### src/rtl/ltx_pattern_gen.sv
// Fabric-side test-pattern generator for the LVDS DAC transmit bus.
// Emits one SER-bit word per DAC lane, a strobe word and a forwarded-clock word each frame.
module ltx_pattern_gen #(
  parameter int LANES = 12,
  parameter int SER   = 8,
  parameter int CNT_W = 16
) (
  input  logic                  app_clk,
  input  logic                  rst_n_in,
  input  logic                  en,
  input  logic                  cfg_load,
  input  logic [1:0]            mode,
  input  logic [LANES-1:0]      code_lo,
  input  logic [LANES-1:0]      code_hi,
  input  logic [LANES-1:0]      step,
  input  logic [CNT_W-1:0]      half_period,
  input  logic [LANES-1:0]      lane_mask,
  input  logic [SER-1:0]        strobe_pat,
  output logic [LANES*SER-1:0]  lane_data,
  output logic [SER-1:0]        strobe_data,
  output logic [SER-1:0]        clk_fwd_data,
  output logic                  active,
  output logic                  level_probe,
  output logic [CNT_W-1:0]      frame_cnt
);

  typedef enum logic {IDLE, RUN} state_t;

  function automatic logic [SER-1:0] fwd_word();
    logic [SER-1:0] w;
    for (int i = 0; i < SER; i++) w[i] = ((i % 2) == 0);
    return w;
  endfunction

  localparam logic [SER-1:0] CLK_FWD = fwd_word();

  // Builds one frame: sample i goes to bit SER-1-i of each lane word (first on the wire).
  function automatic logic [LANES*SER-1:0] build_frame(
    input logic [1:0]       m,
    input logic [LANES-1:0] lo,
    input logic [LANES-1:0] hi,
    input logic [LANES-1:0] st,
    input logic [LANES-1:0] acc,
    input logic             lvl,
    input logic [LANES-1:0] mask
  );
    logic [LANES*SER-1:0] w;
    logic [LANES-1:0]     s;
    w = '0;
    for (int i = 0; i < SER; i++) begin
      case (m)
        2'd1:    s = lvl ? hi : lo;
        2'd2:    s = acc + LANES'(i) * st;
        default: s = lo;
      endcase
      for (int l = 0; l < LANES; l++) w[l*SER + SER-1-i] = s[l] & mask[l];
    end
    return w;
  endfunction

  state_t               state_q, state_d;
  logic [1:0]           mode_sh_q, mode_sh_d;
  logic [LANES-1:0]     code_lo_sh_q, code_lo_sh_d;
  logic [LANES-1:0]     code_hi_sh_q, code_hi_sh_d;
  logic [LANES-1:0]     step_sh_q, step_sh_d;
  logic [CNT_W-1:0]     half_period_sh_q, half_period_sh_d;
  logic [LANES-1:0]     lane_mask_sh_q, lane_mask_sh_d;
  logic [SER-1:0]       strobe_sh_q, strobe_sh_d;
  logic [CNT_W-1:0]     sq_cnt_q, sq_cnt_d;
  logic                 level_q, level_d;
  logic [LANES-1:0]     acc_q, acc_d;
  logic [LANES*SER-1:0] lane_data_q, lane_data_d;
  logic [SER-1:0]       strobe_q, strobe_d;
  logic                 active_q, active_d;
  logic                 level_probe_q, level_probe_d;
  logic [CNT_W-1:0]     frame_cnt_q, frame_cnt_d;
  logic                 phase_rst;
  logic [CNT_W-1:0]     hp_m1;

  assign hp_m1 = (half_period_sh_q == '0) ? '0 : half_period_sh_q - CNT_W'(1);

  always_comb begin
    state_d          = state_q;
    mode_sh_d        = mode_sh_q;
    code_lo_sh_d     = code_lo_sh_q;
    code_hi_sh_d     = code_hi_sh_q;
    step_sh_d        = step_sh_q;
    half_period_sh_d = half_period_sh_q;
    lane_mask_sh_d   = lane_mask_sh_q;
    strobe_sh_d      = strobe_sh_q;
    sq_cnt_d         = sq_cnt_q;
    level_d          = level_q;
    acc_d            = acc_q;
    lane_data_d      = '0;
    strobe_d         = '0;
    level_probe_d    = 1'b0;
    frame_cnt_d      = frame_cnt_q;
    phase_rst        = 1'b0;

    if (cfg_load) begin
      mode_sh_d        = mode;
      code_lo_sh_d     = code_lo;
      code_hi_sh_d     = code_hi;
      step_sh_d        = step;
      half_period_sh_d = half_period;
      lane_mask_sh_d   = lane_mask;
      strobe_sh_d      = strobe_pat;
    end

    case (state_q)
      IDLE: begin
        if (en) begin
          state_d     = RUN;
          frame_cnt_d = '0;
          phase_rst   = 1'b1;
        end
      end
      RUN: begin
        if (!en) begin
          state_d = IDLE;
        end else begin
          lane_data_d   = build_frame(mode_sh_q, code_lo_sh_q, code_hi_sh_q, step_sh_q,
                                      acc_q, level_q, lane_mask_sh_q);
          strobe_d      = strobe_sh_q;
          level_probe_d = level_q;
          frame_cnt_d   = frame_cnt_q + CNT_W'(1);
          if (mode_sh_q == 2'd1) begin
            if (sq_cnt_q == hp_m1) begin
              sq_cnt_d = '0;
              level_d  = ~level_q;
            end else begin
              sq_cnt_d = sq_cnt_q + CNT_W'(1);
            end
          end
          if (mode_sh_q == 2'd2) acc_d = acc_q + LANES'(SER) * step_sh_q;
          phase_rst = cfg_load;
        end
      end
      default: state_d = IDLE;
    endcase

    // A load at this edge must seed the ramp from the incoming code, not the stale shadow.
    if (phase_rst) begin
      sq_cnt_d = '0;
      level_d  = 1'b0;
      acc_d    = cfg_load ? code_lo : code_lo_sh_q;
    end

    active_d = (state_d == RUN);
  end

  always_ff @(posedge app_clk or negedge rst_n_in) begin
    if (!rst_n_in) begin
      state_q          <= IDLE;
      mode_sh_q        <= '0;
      code_lo_sh_q     <= '0;
      code_hi_sh_q     <= '0;
      step_sh_q        <= '0;
      half_period_sh_q <= '0;
      lane_mask_sh_q   <= '0;
      strobe_sh_q      <= '0;
      sq_cnt_q         <= '0;
      level_q          <= 1'b0;
      acc_q            <= '0;
      lane_data_q      <= '0;
      strobe_q         <= '0;
      active_q         <= 1'b0;
      level_probe_q    <= 1'b0;
      frame_cnt_q      <= '0;
    end else begin
      state_q          <= state_d;
      mode_sh_q        <= mode_sh_d;
      code_lo_sh_q     <= code_lo_sh_d;
      code_hi_sh_q     <= code_hi_sh_d;
      step_sh_q        <= step_sh_d;
      half_period_sh_q <= half_period_sh_d;
      lane_mask_sh_q   <= lane_mask_sh_d;
      strobe_sh_q      <= strobe_sh_d;
      sq_cnt_q         <= sq_cnt_d;
      level_q          <= level_d;
      acc_q            <= acc_d;
      lane_data_q      <= lane_data_d;
      strobe_q         <= strobe_d;
      active_q         <= active_d;
      level_probe_q    <= level_probe_d;
      frame_cnt_q      <= frame_cnt_d;
    end
  end

  assign lane_data    = lane_data_q;
  assign strobe_data  = strobe_q;
  assign clk_fwd_data = CLK_FWD;
  assign active       = active_q;
  assign level_probe  = level_probe_q;
  assign frame_cnt    = frame_cnt_q;

endmodule

### config.mk
export PLATFORM = sky130hd
export DESIGN_NAME = ltx_pattern_gen
export DESIGN_NICKNAME = d
export VERILOG_FILES = /design/src/rtl/ltx_pattern_gen.sv
export SDC_FILE = /design/constraint.sdc
export NUM_CORES = 1
export LEC_CHECK = 0
export CAP_MARGIN = 20
export CORE_ASPECT_RATIO = 0.7
export CORE_UTILIZATION = 45
export DETAILED_ROUTE_END_ITERATION = 16
export GPL_TIMING_DRIVEN = 1
export PLACE_DENSITY = 0.7
export RECOVER_POWER = 25
export SETUP_SLACK_MARGIN = 0.05
export SLEW_MARGIN = 0
export SYNTH_ARGS = -nofsm -noshare
export SYNTH_HDL_FRONTEND = slang
export SYNTH_SLANG_ARGS = --single-unit
### constraint.sdc
create_clock -name app_clk -period 7.7 [get_ports app_clk]
set_input_delay 1.925 -clock app_clk [delete_from_list [all_inputs] [get_ports app_clk]]
set_output_delay 1.925 -clock app_clk [all_outputs]
set_load 0.01 [all_outputs]
==> results of run 1 <==
where the power goes:
part           switching [uW]  leakage [uW]  internal [uW]
Combinational             947       0.00456            766
Sequential                125       0.00279           1220
Clock                     488      0.000423            774
critical path, delay by kind of cell:
kind,cells,cell delay (ns)
AND/OR/NAND/NOR,4,1.67
buffers and inverters,2,1.56
AO/OA/AOI/OAI,1,0.07
layout by cell type (no fill, tap or decap), drive strengths merged, types with 7 or more instances in the layout:
cell type,netlist,routed
nor4,12,12
xor2,54,54
or2,7,7
nand4,12,12
o21bai,18,18
clkbuf,27,35
o21ai,75,75
nand3,37,37
dfrtp,215,215
mux2i,8,8
o221ai,7,7
fa,44,44
nand2,109,109
nand2b,21,21
a21o,48,48
o31ai,7,7
and3,19,19
clkdlybuf4s50,0,196
a21oi,135,135
or3,9,9
xnor2,58,58
nor2b,10,10
conb,2,8
mux2,74,74
nor2,40,40
ha,105,105
inv,107,107
nor3,17,17
cell usage after synthesis (5+ instances only):
master | instances | area share (%)
sky130_fd_sc_hd__dfrtp_1 | 215 | 39
sky130_fd_sc_hd__a21oi_1 | 135 | 4.9
sky130_fd_sc_hd__nand2_1 | 108 | 2.9
sky130_fd_sc_hd__inv_1 | 107 | 2.9
sky130_fd_sc_hd__ha_1 | 105 | 9.5
sky130_fd_sc_hd__mux2_2 | 74 | 6.1
sky130_fd_sc_hd__o21ai_0 | 73 | 2.7
sky130_fd_sc_hd__xnor2_1 | 58 | 3.7
sky130_fd_sc_hd__xor2_1 | 54 | 3.4
sky130_fd_sc_hd__a21o_1 | 48 | 2.6
sky130_fd_sc_hd__fa_1 | 44 | 6.4
sky130_fd_sc_hd__nor2_1 | 39 | 1.1
sky130_fd_sc_hd__nand3_1 | 37 | 1.3
sky130_fd_sc_hd__clkbuf_1 | 26 | 0.71
sky130_fd_sc_hd__buf_4 | 22 | 1.2
sky130_fd_sc_hd__nand2b_1 | 21 | 0.95
sky130_fd_sc_hd__and3_1 | 19 | 0.86
sky130_fd_sc_hd__o21bai_1 | 18 | 0.98
sky130_fd_sc_hd__nor3_1 | 17 | 0.62
sky130_fd_sc_hd__nand4_1 | 12 | 0.55
sky130_fd_sc_hd__nor2b_1 | 10 | 0.45
sky130_fd_sc_hd__nor4_1 | 10 | 0.45
sky130_fd_sc_hd__or3_1 | 9 | 0.41
sky130_fd_sc_hd__mux2i_1 | 8 | 0.58
sky130_fd_sc_hd__o221ai_1 | 7 | 0.45
sky130_fd_sc_hd__o31ai_1 | 7 | 0.38
sky130_fd_sc_hd__buf_1 | 6 | 0.16
sky130_fd_sc_hd__or2_2 | 6 | 0.27
sky130_fd_sc_hd__and2_1 | 5 | 0.23
per-layer routing:
| layer | GRT usage, % | wire (microns) | up-vias |
|---|---|---|---|
| met5 | 0 | 0 | - |
| met4 | 4.493 | 551 | 0 |
| met3 | 4.540 | 2248 | 40 |
| met2 | 35.18 | 15700 | 310 |
| met1 | 35.02 | 17430 | 5095 |
| li1 | - | - | 5065 |
logic make-up (layout without fill, tap and decap cells):
kind of cell	after synthesis	count (layout)
AO/OA/AOI/OAI	320	320
AND/OR/NAND/NOR	318	318
flip-flops	215	215
buffers and inverters	167	355
adder cells (fa/ha/maj)	149	149
XOR/XNOR	112	112
multiplexers	82	82
other	2	8
worst paths after layout:
kind | cells after the start | start | endpoint
worst max-delay path | 7 | en | lane_data[90]
min in group asynchronous | 1 | rst_n_in | half_period_sh_q[6]
worst min register to register | 1 | strobe_sh_q[6] | strobe_sh_q[6]
worst min-delay path | 1 | strobe_sh_q[6] | strobe_sh_q[6]
max in group asynchronous | 2 | rst_n_in | active
worst max register to register | 14 | step_sh_q[1] | lane_data[88]
flip-flops by register name, summed over array words and instances, names as in the netlist:
signal,cells
acc_q,12
active,1
code_hi_sh_q,12
code_lo_sh_q,12
frame_cnt,16
half_period_sh_q,16
lane_data,86
lane_mask_sh_q,12
level_probe,1
level_q,1
mode_sh_q,2
sq_cnt_q,16
step_sh_q,12
strobe_data,8
strobe_sh_q,8
stage by stage:
| stage | area (sq um) | cells | setup slack, ns | hold WS (ns) | total power [uW] |
|---|---|---|---|---|---|
| after floorplan | 13780 | 1371 | 3.991 | 0.4728 | 2549 |
| after global placement | 15990 | 1927 | 3.246 | 0.4829 | 3004 |
| after detailed placement | 15990 | 1927 | 3.241 | 0.4922 | 3043 |
| after CTS | 16860 | 1971 | 3.240 | 0.5055 | 4331 |
| after global routing | 16850 | 1971 | 2.420 | 0.5126 | 4605 |
| final | 16850 | 1971 | 2.919 | 0.4994 | 4315 |
final cells by class:
type	count	area [sq um]	area share, %
clock buffer	32	701.9	4.165
clock inverter	12	167.7	0.9949
inverter	107	401.6	2.383
multi-input combinational	989	7665	45.48
sequential	215	5380	31.93
tap	412	515.5	3.059
timing repair buffer	204	2021	11.99
==> summary.md, run 1 <==
| Metric | Value |
|---|---|
| Clock Pin Slew Worst Setup and Hold Paths | `0.06 ns` |
| Clk_skew | `0.009033 ns` |
| Std-Cell Core Area | `0.03004 sq mm` |
| Number of hold-repair buffers added at the cts stage | `0` |
| Number of flops mapped to enable cells by yosys | `0` |
| Pre-antenna DRT Iters | `6` |
| Number of levels the H-tree was split into | `1` |
| Maximum achievable frequency | `209.1 MHz` |
| Peak supply drop | `0.1540 mV` |
| Detailed-route wire length per cell | `18.23 microns` |
| Signed area change from the synthesized netlist to the final layout | `22.49%` |
| Slew at the pin closest to its max-slew limit | `2.837 ns` |
| Final weighted congestion in routability-driven placement | `0.9055` |
| Fin crit share | `62.10%` |
| Outcome | `finished, violations left` |
| Violations in the final reports | `max-capacitance violations, max-slew violations` |
| Aggregate global-route resource usage | `23.39%` |
| Number of CTS-inserted buffers | `24` |
| HPWL Detailed | `26.94 mm` |
| Worst-path fanout max | `34` |
| Via count | `10510` |
| Total power divided by cell area | `256.1 mW/mm^2` |
| Pin count of the biggest net entering global routing | `87` |
| Die Y-Extent | `148.3 microns` |
| Cell type of the slowest stage on the worst timing path | `sky130_fd_sc_hd__clkbuf_1` |
| Initial detailed-routing violation count | `696` |
| Fraction of registers with async set/reset | `100.0%` |
| Slack of the worst reg-to-reg path | `3.19 ns` |
| Final Hold Vio Count | `0` |
| Compound-cell area share of the yosys netlist | `14.01%` |
| Shortest period the worst path allows | `4.781 ns` |
| ANT cells | `0` |
| Dominant register cell in the synthesized netlist | `sky130_fd_sc_hd__dfrtp_1` |
| Total of buffers placed on input and output ports | `199` |
| Post-cts sizing count | `0` |
| Flop and latch count out of synthesis | `215` |
| Setup TNS Final | `0 ns` |
| Total wire length | `35.93 mm` |
| Number of DRC violations after detailed routing | `0` |
| Number of max-slew violations in the final report | `90` |
| Total overflow reported by the global router | `0` |
| Share of post-route cells with drive strength above 1 | `8.724%` |
| Arrival time reported for the critical path endpoint | `5.24 ns` |
| Number of setup violations in the final report | `0` |
| Max clock buf depth | `3` |
| Clock sinks | `215` |
| WS Path Type | `input port to flop` |
| Final cell utilization of the core | `56.10%` |
| Mean cell area of the mapped netlist | `10.08 sq um` |
| Antenna-violating nets left | `0` |
| Post-CTS Setup Bufs | `0` |
| Longest individual stage delay on the worst path | `1.04 ns` |
| Nets | `1768` |
| Clock tree from TritonCTS | `built` |
| Row count | `53` |
| Data required time of the worst path | `8.16 ns` |
| Critical path cell sequence | `dlygate4sd3_1 -> clkbuf_1 -> and2_1 -> nand4_1 -> nor4_1 -> a31oi_1 -> nand3_1` |
| Drt via density | `5.332` |
| Clock tree root driver cell | `sky130_fd_sc_hd__clkbuf_16` |
| Insertion delay to the later sink of the worst-skew pair | `0.53 ns` |
| Main combinational cell family by area after synthesis | `adder cells` |
| Number of distinct library cells after synthesis | `64` |
| Mux cell area share after synthesis | `6.639%` |
| Share of synthesized cell area in full adder, half adder and majority cells | `15.95%` |
| Cell area after synthesis | `0.01376 sq mm` |
| Cell leakage power | `0.007774 uW` |
| Simple-gate portion of the synthesized area | `11.75%` |
| Ys Warns | `0` |
| Sequential area share after synthesis | `39.11%` |
| Remaining max-slew budget at the tightest pin | `-89.15%` |
| Post-synthesis xor/xnor area fraction | `7.130%` |
| Starting Density | `45.80%` |
| Number of antenna violations at the first check in global routing | `1` |
| Setup repair after global routing missed its margin | `false` |
| Endpoint class of the critical path | `flop` |
| Hold WC Path Type | `flop to flop` |
| Nature of the critical path startpoint | `input port` |
| Overall die width | `211.0 microns` |
| Count of mapped cells out of synthesis | `1365` |
| Wire length of the first global-routing pass | `57.44 mm` |
| Max Cap Violations | `2` |
| Filler Cell Count | `2614` |
| Total I/O pin count | `208` |
| Total die area | `0.03129 sq mm` |
| Via count of the first global-routing pass | `10350` |
(Power assumes the default switching activity.)
==> run 2, diff against run 1 <==
--- a/config.mk
+++ b/config.mk
@@ -10,7 +10,7 @@
 export CORE_UTILIZATION = 45
 export DETAILED_ROUTE_END_ITERATION = 16
 export GPL_TIMING_DRIVEN = 1
-export PLACE_DENSITY = 0.7
+export PLACE_DENSITY = 0.73
 export RECOVER_POWER = 25
 export SETUP_SLACK_MARGIN = 0.05
 export SLEW_MARGIN = 0
==> constraint.sdc (replaced) <==
create_clock -name app_clk -period 4.1 [get_ports app_clk]
set_input_delay 1.025 -clock app_clk [delete_from_list [all_inputs] [get_ports app_clk]]
set_output_delay 1.025 -clock app_clk [all_outputs]
set_load 0.01 [all_outputs]
==> summary.md, run 2 (synthesis gave the netlist of run 1 again) <==
| Metric | Value |
|---|---|
| Most common cell after layout, fill and taps aside | `sky130_fd_sc_hd__dfrtp_1` |
| Share of post-route cells with drive strength above 1 | `9.854% (+1.1 points)` |
| Signed area change from the synthesized netlist to the final layout | `22.44% (about the same)` |
| Reg-to-reg startpoint | `step_sh_q[1]` |
| HPWL Detailed | `27.15 mm (+0.80%)` |
| Post-cts sizing count | `0 (unchanged)` |
| Total of buffers placed on input and output ports | `199 (unchanged)` |
| Met2 usage in global routing | `34.72% (-0.46 points)` |
| Row count | `53 (unchanged)` |
| Remaining max-slew budget at the tightest pin | `4.723% (+94 points)` |
| Worst-path fanout max | `14 (-59%)` |
| Nets | `1784 (+0.90%)` |
| Hold Path Origin | `strobe_sh_q[5]` |
| Nature of the critical path startpoint | `flop` |
| Hold WC Path Type | `flop to flop` |
| Starting Density | `45.80% (unchanged)` |
| Slack of the worst reg-to-reg path | `0.29 ns (-2.90 ns)` |
| Maximum achievable frequency | `262.4 MHz` |
| Met3 Track Usage GR | `4.160% (-0.38 points)` |
| GRT Max-Usage Layer | `met1` |
| Final cell utilization of the core | `56.08% (about the same)` |
| Number of CTS-inserted buffers | `23 (-4.2%)` |
| Overall die width | `211.0 microns (unchanged)` |
| Arrival time reported for the critical path endpoint | `4.20 ns (-1.04 ns)` |
| Clock sinks | `215 (unchanged)` |
| WS Path Type | `flop to flop` |
| Setup repair after global routing missed its margin | `false` |
| Area taken by flip-flops and latches | `0.005380 sq mm (unchanged)` |
| Footprint of the multi-input gates | `0.007665 sq mm (unchanged)` |
| Peak supply drop | `0.3336 mV (+120%)` |
| Total overflow reported by the global router | `0 (unchanged)` |
| Insertion delay to the later sink of the worst-skew pair | `0.53 ns (about the same)` |
| Total die area | `0.03129 sq mm (unchanged)` |
| Via count of the first global-routing pass | `10540 (+1.8%)` |
| Most used cells in the layout excluding fill and tap cells | `215 x sky130_fd_sc_hd__dfrtp_1, 192 x sky130_fd_sc_hd__clkdlybuf4s50_1, 135 x sky130_fd_sc_hd__a21oi_1` |
| Clock tree from TritonCTS | `built` |
| Clk_skew | `0.01962 ns (+0.01059 ns)` |
| Met1 track utilization from global routing | `35.09% (+0.074 points)` |
| Max Cap Violations | `0 (-2)` |
| Number of DRC violations after detailed routing | `0 (unchanged)` |
| Hold Worst Slack | `0.5005 ns (+0.001087 ns)` |
| Final Hold Vio Count | `0 (unchanged)` |
| Total power divided by cell area | `463.0 mW/mm^2 (+81%)` |
| Endpoint class of the critical path | `flop` |
| Number of levels the H-tree was split into | `1 (unchanged)` |
| Layout Cell Area excl Fill | `0.01685 sq mm (about the same)` |
| Data required time of the worst path | `4.49 ns (-3.67 ns)` |
| Initial detailed-routing violation count | `845 (+21%)` |
| Terminus of the critical flop-to-flop path | `lane_data[89]` |
| Worst r2r path cells | `19 (+5)` |
| Via count | `10710 (+1.9%)` |
| Std-Cell Core Area | `0.03004 sq mm (unchanged)` |
| Max clock buf depth | `3 (unchanged)` |
| Detailed-route wire length per cell | `18.06 microns (-0.93%)` |
| Die Y-Extent | `148.3 microns (unchanged)` |
| Aggregate global-route resource usage | `23.22% (-0.17 points)` |
| Clock tree root driver cell | `sky130_fd_sc_hd__clkbuf_16` |
| Wire length of the first global-routing pass | `57.47 mm (about the same)` |
| Placement Cell Area | `0.01612 sq mm (+0.78%)` |
| Total wire length | `35.85 mm (-0.23%)` |
| Outcome | `finished, final reports clean` |
| Number of setup violations in the final report | `0 (unchanged)` |
| Largest register FFs | `86 (unchanged)` |
| Setup TNS Final | `0 ns (unchanged)` |
| Number of instances on the worst hold path | `1 (unchanged)` |
| Clock Pin Slew Worst Setup and Hold Paths | `0.07 ns (about the same)` |
| Fin crit share | `92.95%` |
| Filler Cell Count | `2620 (+0.23%)` |
| Pre-antenna DRT Iters | `5 (-1)` |
| Final weighted congestion in routability-driven placement | `0.8928 (-1.4%)` |
| Number of hold-repair buffers added at the cts stage | `0 (unchanged)` |
| Slew at the pin closest to its max-slew limit | `1.429 ns (-1.408 ns)` |
| ANT cells | `0 (unchanged)` |
| Antenna-violating nets left | `0 (unchanged)` |
| Number of antenna violations at the first check in global routing | `0 (-1)` |
| Number of max-slew violations in the final report | `0 (-100%)` |
| Shortest period the worst path allows | `3.811 ns` |
| Pin count of the biggest net entering global routing | `99 (+14%)` |
| Cell leakage power | `0.007792 uW (+0.23%)` |
| Post-CTS Setup Bufs | `0 (unchanged)` |
| Min-Delay Endpoint | `strobe_sh_q[5]` |
| Drt via density | `5.395 (+1.2%)` |
| Total I/O pin count | `208 (unchanged)` |
==> run 2: metal layers <==
| metal | part of all wire (%) | routed length (microns) | vias to the layer above |
|---|---|---|---|
| li1 | - | - | 5081 |
| met1 | 48 | 17100 | 5224 |
| met2 | 44 | 15710 | 350 |
| met3 | 6.6 | 2353 | 54 |
| met4 | 1.9 | 686 | 0 |
| met5 | 0 | 0 | - |
==> run 2: through the flow <==
stage | std cells | worst slack (ns) | total power, uW
after detailed placement | 1942 | 0.3694 | 5709
after CTS | 1983 | 0.3412 | 7833
after global placement | 1942 | 0.4884 | 5632
final | 1985 | 0.2889 | 7800
after global routing | 1985 | 0.08576 | 8328
after floorplan | 1371 | 0.3913 | 4788
==> run 2: worst max-delay path by stage <==
stage                                   start       endpoint  slack, ns  cells after the start
after floorplan                  step_sh_q[1]  lane_data[88]       0.39                     14
after detailed placement         step_sh_q[1]  lane_data[89]       0.37                     19
after global routing             step_sh_q[1]  lane_data[89]       0.09                     19
after global placement    half_period_sh_q[0]        level_q       0.49                     11
after CTS                        step_sh_q[1]  lane_data[89]       0.34                     19
final                            step_sh_q[1]  lane_data[89]       0.29                     19
==> run 2: final cells by class <==
cell class | count | share of cell area [%]
multi-input cells | 989 | 45.50
flip-flops and latches | 215 | 31.94
repair buffers | 221 | 12.74
clock buffers | 26 | 3.543
well taps | 412 | 3.060
inverters | 107 | 2.384
clock inverters | 15 | 0.8393
==> run 2: where the power goes <==
part	leakage (uW)	switching, uW	internal (uW)	total (uW)
logic	0.00465	1810	1450	3260
clock network	0.000354	893	1180	2070
registers	0.00279	184	2280	2470
total	0.00779	2880	4920	7800
==> run 2: worst max-delay path, stage by stage, from the launching register on <==
cell,delay [ns]
sky130_fd_sc_hd__dfrtp_1,0.38
sky130_fd_sc_hd__buf_4,0.21
sky130_fd_sc_hd__ha_1,0.25
sky130_fd_sc_hd__inv_1,0.08
sky130_fd_sc_hd__fa_1,0.20
sky130_fd_sc_hd__nor2b_1,0.05
sky130_fd_sc_hd__o21ai_0,0.18
sky130_fd_sc_hd__nand2b_1,0.12
sky130_fd_sc_hd__a21o_1,0.19
sky130_fd_sc_hd__a21o_1,0.20
sky130_fd_sc_hd__a21o_1,0.19
sky130_fd_sc_hd__a21oi_1,0.18
sky130_fd_sc_hd__xnor2_1,0.17
sky130_fd_sc_hd__ha_1,0.31
sky130_fd_sc_hd__and2_1,0.17
sky130_fd_sc_hd__o21ai_0,0.17
sky130_fd_sc_hd__o311ai_0,0.17
sky130_fd_sc_hd__nor3_1,0.20
sky130_fd_sc_hd__xnor2_1,0.15
sky130_fd_sc_hd__o21ai_0,0.09
